`src/rtl/pong_pkg.sv`:
```
// Shared definitions for the pong game controller: state encoding and timer defaults.
package pong_pkg;

  localparam logic [1:0] ST_NEWGAME = 2'd0;
  localparam logic [1:0] ST_PLAY    = 2'd1;
  localparam logic [1:0] ST_NEWBALL = 2'd2;
  localparam logic [1:0] ST_OVER    = 2'd3;

  typedef enum logic [1:0] {
    NEWGAME = ST_NEWGAME,
    PLAY    = ST_PLAY,
    NEWBALL = ST_NEWBALL,
    OVER    = ST_OVER
  } state_t;

  localparam int unsigned WAIT_FRAMES_DEFAULT = 120;
  localparam int unsigned TIMER_W             = 8;
  localparam int unsigned BALLS_W             = 4;

endpackage

```
`src/rtl/pong_frame_timer.sv`:
```
// Frame-count down-timer: load presets WAIT_FRAMES, each frame_tick counts toward zero.
module pong_frame_timer
  import pong_pkg::*;
#(
  parameter int unsigned WAIT_FRAMES = WAIT_FRAMES_DEFAULT
) (
  input  logic clk,
  input  logic reset,
  input  logic load,
  input  logic frame_tick,
  output logic done
);

  logic [TIMER_W-1:0] cnt_q, cnt_d;

  // Load wins over tick; the counter parks at zero.
  always_comb begin
    cnt_d = cnt_q;
    if (load) begin
      cnt_d = TIMER_W'(WAIT_FRAMES);
    end else if (frame_tick && (cnt_q != '0)) begin
      cnt_d = cnt_q - TIMER_W'(1);
    end
  end

  always_ff @(posedge clk) begin
    if (reset) begin
      cnt_q <= '0;
    end else begin
      cnt_q <= cnt_d;
    end
  end

  assign done = (cnt_q == '0);

endmodule

```
`src/rtl/pong_game_ctrl.sv`:
```
// Pong game flow FSM: game start, scoring, ball count and wait periods.
// Define PONG_HISCORE_EN to keep a best-score register; otherwise hiscore reads 0.
module pong_game_ctrl
  import pong_pkg::*;
#(
  parameter int unsigned NUM_BALLS   = 3,
  parameter int unsigned SCORE_W     = 8,
  parameter int unsigned WAIT_FRAMES = WAIT_FRAMES_DEFAULT
) (
  input  logic               clk,
  input  logic               reset,
  input  logic [1:0]         btn1,
  input  logic [1:0]         btn2,
  input  logic               frame_tick,
  input  logic               hit,
  input  logic               miss,
  output logic [1:0]         state,
  output logic               gra_still,
  output logic [BALLS_W-1:0] balls_left,
  output logic [SCORE_W-1:0] score,
  output logic [SCORE_W-1:0] hiscore
);

  localparam logic [SCORE_W-1:0] SCORE_MAX = {SCORE_W{1'b1}};

  state_t             state_q, state_d;
  logic               gra_still_q, gra_still_d;
  logic [BALLS_W-1:0] balls_q, balls_d;
  logic [SCORE_W-1:0] score_q, score_d;
  logic               timer_load;
  logic               timer_done;
`ifdef PONG_HISCORE_EN
  logic [SCORE_W-1:0] hiscore_q, hiscore_d;
`endif

  pong_frame_timer #(
    .WAIT_FRAMES (WAIT_FRAMES)
  ) u_timer (
    .clk        (clk),
    .reset      (reset),
    .load       (timer_load),
    .frame_tick (frame_tick),
    .done       (timer_done)
  );

  // Next-state and datapath updates.
  always_comb begin
    state_d    = state_q;
    balls_d    = balls_q;
    score_d    = score_q;
    timer_load = 1'b0;
`ifdef PONG_HISCORE_EN
    hiscore_d  = hiscore_q;
`endif
    case (state_q)
      NEWGAME: begin
        if ((btn1 | btn2) != 2'b00) begin
          state_d = PLAY;
          balls_d = BALLS_W'(NUM_BALLS - 1);
          score_d = '0;
        end
      end
      PLAY: begin
        if (hit && (score_q != SCORE_MAX)) begin
          score_d = score_q + SCORE_W'(1);
        end
        if (miss) begin
          timer_load = 1'b1;
          if (balls_q != '0) begin
            balls_d = balls_q - BALLS_W'(1);
            state_d = NEWBALL;
          end else begin
            state_d = OVER;
`ifdef PONG_HISCORE_EN
            if (score_d > hiscore_q) begin
              hiscore_d = score_d;
            end
`endif
          end
        end
      end
      NEWBALL: begin
        if (timer_done) begin
          state_d = PLAY;
        end
      end
      OVER: begin
        if (timer_done) begin
          state_d = NEWGAME;
          balls_d = BALLS_W'(NUM_BALLS);
        end
      end
      default: state_d = NEWGAME;
    endcase
    gra_still_d = (state_d != PLAY);
  end

  always_ff @(posedge clk) begin
    if (reset) begin
      state_q     <= NEWGAME;
      gra_still_q <= 1'b1;
      balls_q     <= BALLS_W'(NUM_BALLS);
      score_q     <= '0;
    end else begin
      state_q     <= state_d;
      gra_still_q <= gra_still_d;
      balls_q     <= balls_d;
      score_q     <= score_d;
    end
  end

`ifdef PONG_HISCORE_EN
  always_ff @(posedge clk) begin
    if (reset) begin
      hiscore_q <= '0;
    end else begin
      hiscore_q <= hiscore_d;
    end
  end
  assign hiscore = hiscore_q;
`else
  assign hiscore = '0;
`endif

  assign state      = state_q;
  assign gra_still  = gra_still_q;
  assign balls_left = balls_q;
  assign score      = score_q;

endmodule

```
`config.mk`:
```
export PLATFORM = sky130hd
export DESIGN_NAME = pong_game_ctrl
export DESIGN_NICKNAME = d
export VERILOG_FILES = /design/src/rtl/pong_pkg.sv /design/src/rtl/pong_frame_timer.sv /design/src/rtl/pong_game_ctrl.sv
export SDC_FILE = /design/constraint.sdc
export NUM_CORES = 1
export LEC_CHECK = 0
export CAP_MARGIN = 5
export CORE_ASPECT_RATIO = 0.6
export CORE_UTILIZATION = 54
export DETAILED_ROUTE_END_ITERATION = 8
export PLACE_DENSITY = 0.9
export SLEW_MARGIN = 20
export SYNTH_ARGS = -nofsm -noshare
export SYNTH_HDL_FRONTEND = slang
export SYNTH_SLANG_ARGS = --single-unit
```
`constraint.sdc`:
```
create_clock -name clk -period 3.8 [get_ports clk]
set_clock_uncertainty 0.1 [all_clocks]
set_input_delay 0.38 -clock clk [delete_from_list [all_inputs] [get_ports clk]]
set_output_delay 0.38 -clock clk [all_outputs]
set_load 0.05 [all_outputs]
```
==> summary.md <==
| Metric | Value |
|---|---|
| Largest cells by area after synthesis | `dfxtp_1, ha_1, buf_4, nor3_1, inv_1` |
| Worst hold stages | `2` |
| Slew Viols, Final | `0` |
| Sw Ratio | `0.403` |
| Core ar. | `2500 um2` |
| Setup Buffers After CTS | `0` |
| Yosys reg bits | `23` |
| Global routing usage on met2 | `0.447` |
| DRC Markers | `0` |
| CP delay by family, top | `simple AND/OR/NAND/NOR gates` |
| CTS root buf | `clkbuf_8` |
| Grt total ovfl | `0` |
| Post-synth EDFFs | `0` |
| Largest net degree at the start of global routing | `17` |
| CP max stage delay | `roughly 530 ps` |
| Reg clk slew, reported paths | `around 80 ps` |
| Worst Tran Pin Value | `909 ps` |
| Post-Synth Adder-Cell Area | `0.0787` |
| Largest family of logic cells by synthesized area | `compound AO/OA/AOI/OAI gates` |
| Area delta synth->final | `17.6%` |
| Top_reg_cell synth | `dfxtp_1` |
| Die width | `68.5 um` |
| Peak VDD IR | `0.267 mV` |
| First-pass DRT Iterations | `4` |
| Rows | `14` |
| Num CTS Buffers | `3` |
| Sequential Power Share | `0.398` |
| Data required, critical path | `3880 ps` |
| Clk pwr share | `0.189` |
| N_diodes | `0` |
| Most frequent cell after synthesis | `dfxtp_1` |
| Vias | `between 1000 and 1500` |
| Worst-skew pair later-pin latency | `270 ps` |
| Starting Density | `0.571` |
| Fin crit period | `2450 ps` |
| FFs w/ async S/R, synth | `0` |
| # clock sinks | `23` |
| Share of cells above drive strength 1 | `0.0582` |
| Post-Syn Instances | `169` |
| Post-Syn Area | `around 1400 um2` |
| Final wirelength | `3680 um` |
| Arr. time, crit path | `2530 ps` |
| Relative slew slack | `0.388` |
| CP Launch Type | `register` |
| Antenna-violating nets left | `0` |
| Die area | `2870 um2` |
| DP Area | `roughly 1600 um2` |
| Crit path cell chain | `inv_1, ha_1, nand2_1, o22a_1, or4_1, o211ai_1` |
| Max Freq | `409 MHz` |
| Combinational share of power | `0.413` |
| CTS tree | `yes` |
| Run status | `completed` |
| Xor and xnor fraction of the mapped netlist area | `0.0245` |
| Biggest area consumer among synthesized cells | `dfxtp_1` |
| Unrepaired setup endpoints after global routing | `false` |
| Initial antenna violation count | `0` |
| Post-synth top area share | `0.322` |
| Final Cell Area | `1680 um2` |
| H-tree Lvls | `1` |
| Max-cap violations | `0` |
| Initial drt markers | `around 180` |
| Net Switching | `0.321 mW` |
| Pwr/cell area | `473 nW/um2` |
| CP Class | `register to register` |
| Met1 usage | `0.396` |
| Total power | `0.796 mW` |
| Cell variety after synth | `44` |
| First-pass GRT wire length | `6080 um` |
| GP Congestion | `0.920` |
| Mapped Avg Cell Area | `8.47 um2` |
| Ys Warns | `0` |
| Lkg Pwr | `0.634 nW` |
| Final Core Density | `0.672` |
| Critical path fanouts, max | `15` |
| Hold_ws | `426 ps` |
| Hold_buf cts | `0` |
| GRT Max-Usage Layer | `met2` |
| Number of global-route vias before repair | `1348` |
| Internal power | `0.475 mW` |
| Worst path depth | `6` |
| Worst Path Buf+Inv | `1` |
| Worst R2R Path Depth | `6` |
| Post-synthesis compound-gate area fraction | `0.274` |
| Final Cycle Share | `0.644` |
| Mux contribution to synthesized area | `0.00699` |
| Gr usage total | `0.290` |
| Port Buffers | `23` |
| Hold crit path type | `register to register` |
| Post_cts resized | `0` |
| Seq/Total Area, Yosys | `0.322` |
| Simple-Gate Fraction of Synth Area | `0.198` |
| Wirelength per Cell | `16.6 um` |
| CP max-delay cell | `ha_1` |
| Die height | `41.9 um` |
| Number of vias per cell | `6.30` |
| Final setup vio count | `0` |
| GR Layer Usage met3 | `0.0714` |
| Worst setup EP type | `register` |
| # IOs | `32` |
| Hold Violations, Final | `0` |
| Max clock buf depth | `2` |
| Top cells by count, synth | `dfxtp_1, inv_1, nor3_1` |
| DP HPWL | `between 2000 and 3000 um` |
| Fin Setup TNS | `0 ps` |
| Final #Nets | `roughly 210` |
registers in the layout, summed over array words and instances, names as in the netlist:
register and cells:
state 2, u_timer.cnt_q 8, score 8, balls_left 4
gra_still 1
cells in the final DEF (no fill, tap or decap), types with 2 or more instances in the layout:
| cell type | instances |
|---|---|
| xor2_1 | 3 |
| o221a_2 | 3 |
| a21oi_1 | 6 |
| o21ai_0 | 5 |
| o21ai_1 | 2 |
| nor4_1 | 5 |
| ha_1 | 9 |
| nor3b_1 | 3 |
| o2111ai_1 | 2 |
| nand4_1 | 4 |
| a21bo_2 | 2 |
| nand3_1 | 5 |
| and2_1 | 2 |
| o31ai_1 | 2 |
| nor3_1 | 11 |
| o21a_1 | 5 |
| a31oi_1 | 7 |
| conb_1 | 8 |
| clkdlybuf4s50_1 | 23 |
| nand2_1 | 8 |
| nor2_1 | 6 |
| clkbuf_8 | 3 |
| inv_1 | 12 |
| or3_1 | 2 |
| and3_1 | 2 |
| o22ai_1 | 2 |
| dfxtp_1 | 23 |
| a32o_1 | 4 |
| o211ai_1 | 5 |
final cells by class:
class | instances | area, um2
inverters | 12 | 45.0
multi-input cells | 127 | 862
clock buffers | 4 | 45.0
well taps | 32 | 40.0
fillers | 209 | 822
repair buffers | 23 | 230
flip-flops and latches | 23 | 460
tightest hold or removal path, cell delays in order, from the launching register on:
cell     delay (ps)
dfxtp_1         330
o31ai_1          70
a31oi_1          80
metrics by stage:
stage          worst slack (ps)  instances
2_1_floorplan              1640        176
3_3_place_gp               1530        217
3_5_place_dp               1330        217
4_1_cts                    1410        221
5_1_grt                    1220        221
6_report                   1350        221
layer usage:
layer | vias up | wire length (um)
met2 | 78 | 1590
met1 | 643 | 1700
li1 | 662 | -
met3 | 10 | 338
met4 | 0 | 47
met5 | - | 0
worst paths after layout:
path | startpoint | endpoint | slack [ps]
setup reg to reg | state[1]$_SDFF_PP0_ | balls_left[0]$_SDFFE_PP1P_ | 1350
hold reg to reg | u_timer.cnt_q[4]$_SDFFE_PP0P_ | u_timer.cnt_q[4]$_SDFFE_PP0P_ | 430
setup / recovery | state[1]$_SDFF_PP0_ | balls_left[0]$_SDFFE_PP1P_ | 1350
hold / removal | u_timer.cnt_q[4]$_SDFFE_PP0P_ | u_timer.cnt_q[4]$_SDFFE_PP0P_ | 430
kinds of logic (layout without fill, tap and decap cells):
group / Yosys count / after routing
fa+ha+maj: 9 / 9
buf+inv: 26 / 39
mux: 1 / 1
simple gates: 52 / 52
compound gates: 53 / 53
other cells: 1 / 8
flops: 23 / 23
xor+xnor: 4 / 4
power groups by stage:
stage	registers, mW	clock network [mW]	logic [mW]
2_1_floorplan	0.331	0	0.258
3_3_place_gp	0.315	0	0.306
3_5_place_dp	0.321	0	0.320
4_1_cts	0.315	0.153	0.323
5_1_grt	0.321	0.162	0.369
6_report	0.317	0.150	0.329
(Power assumes the default switching activity.)
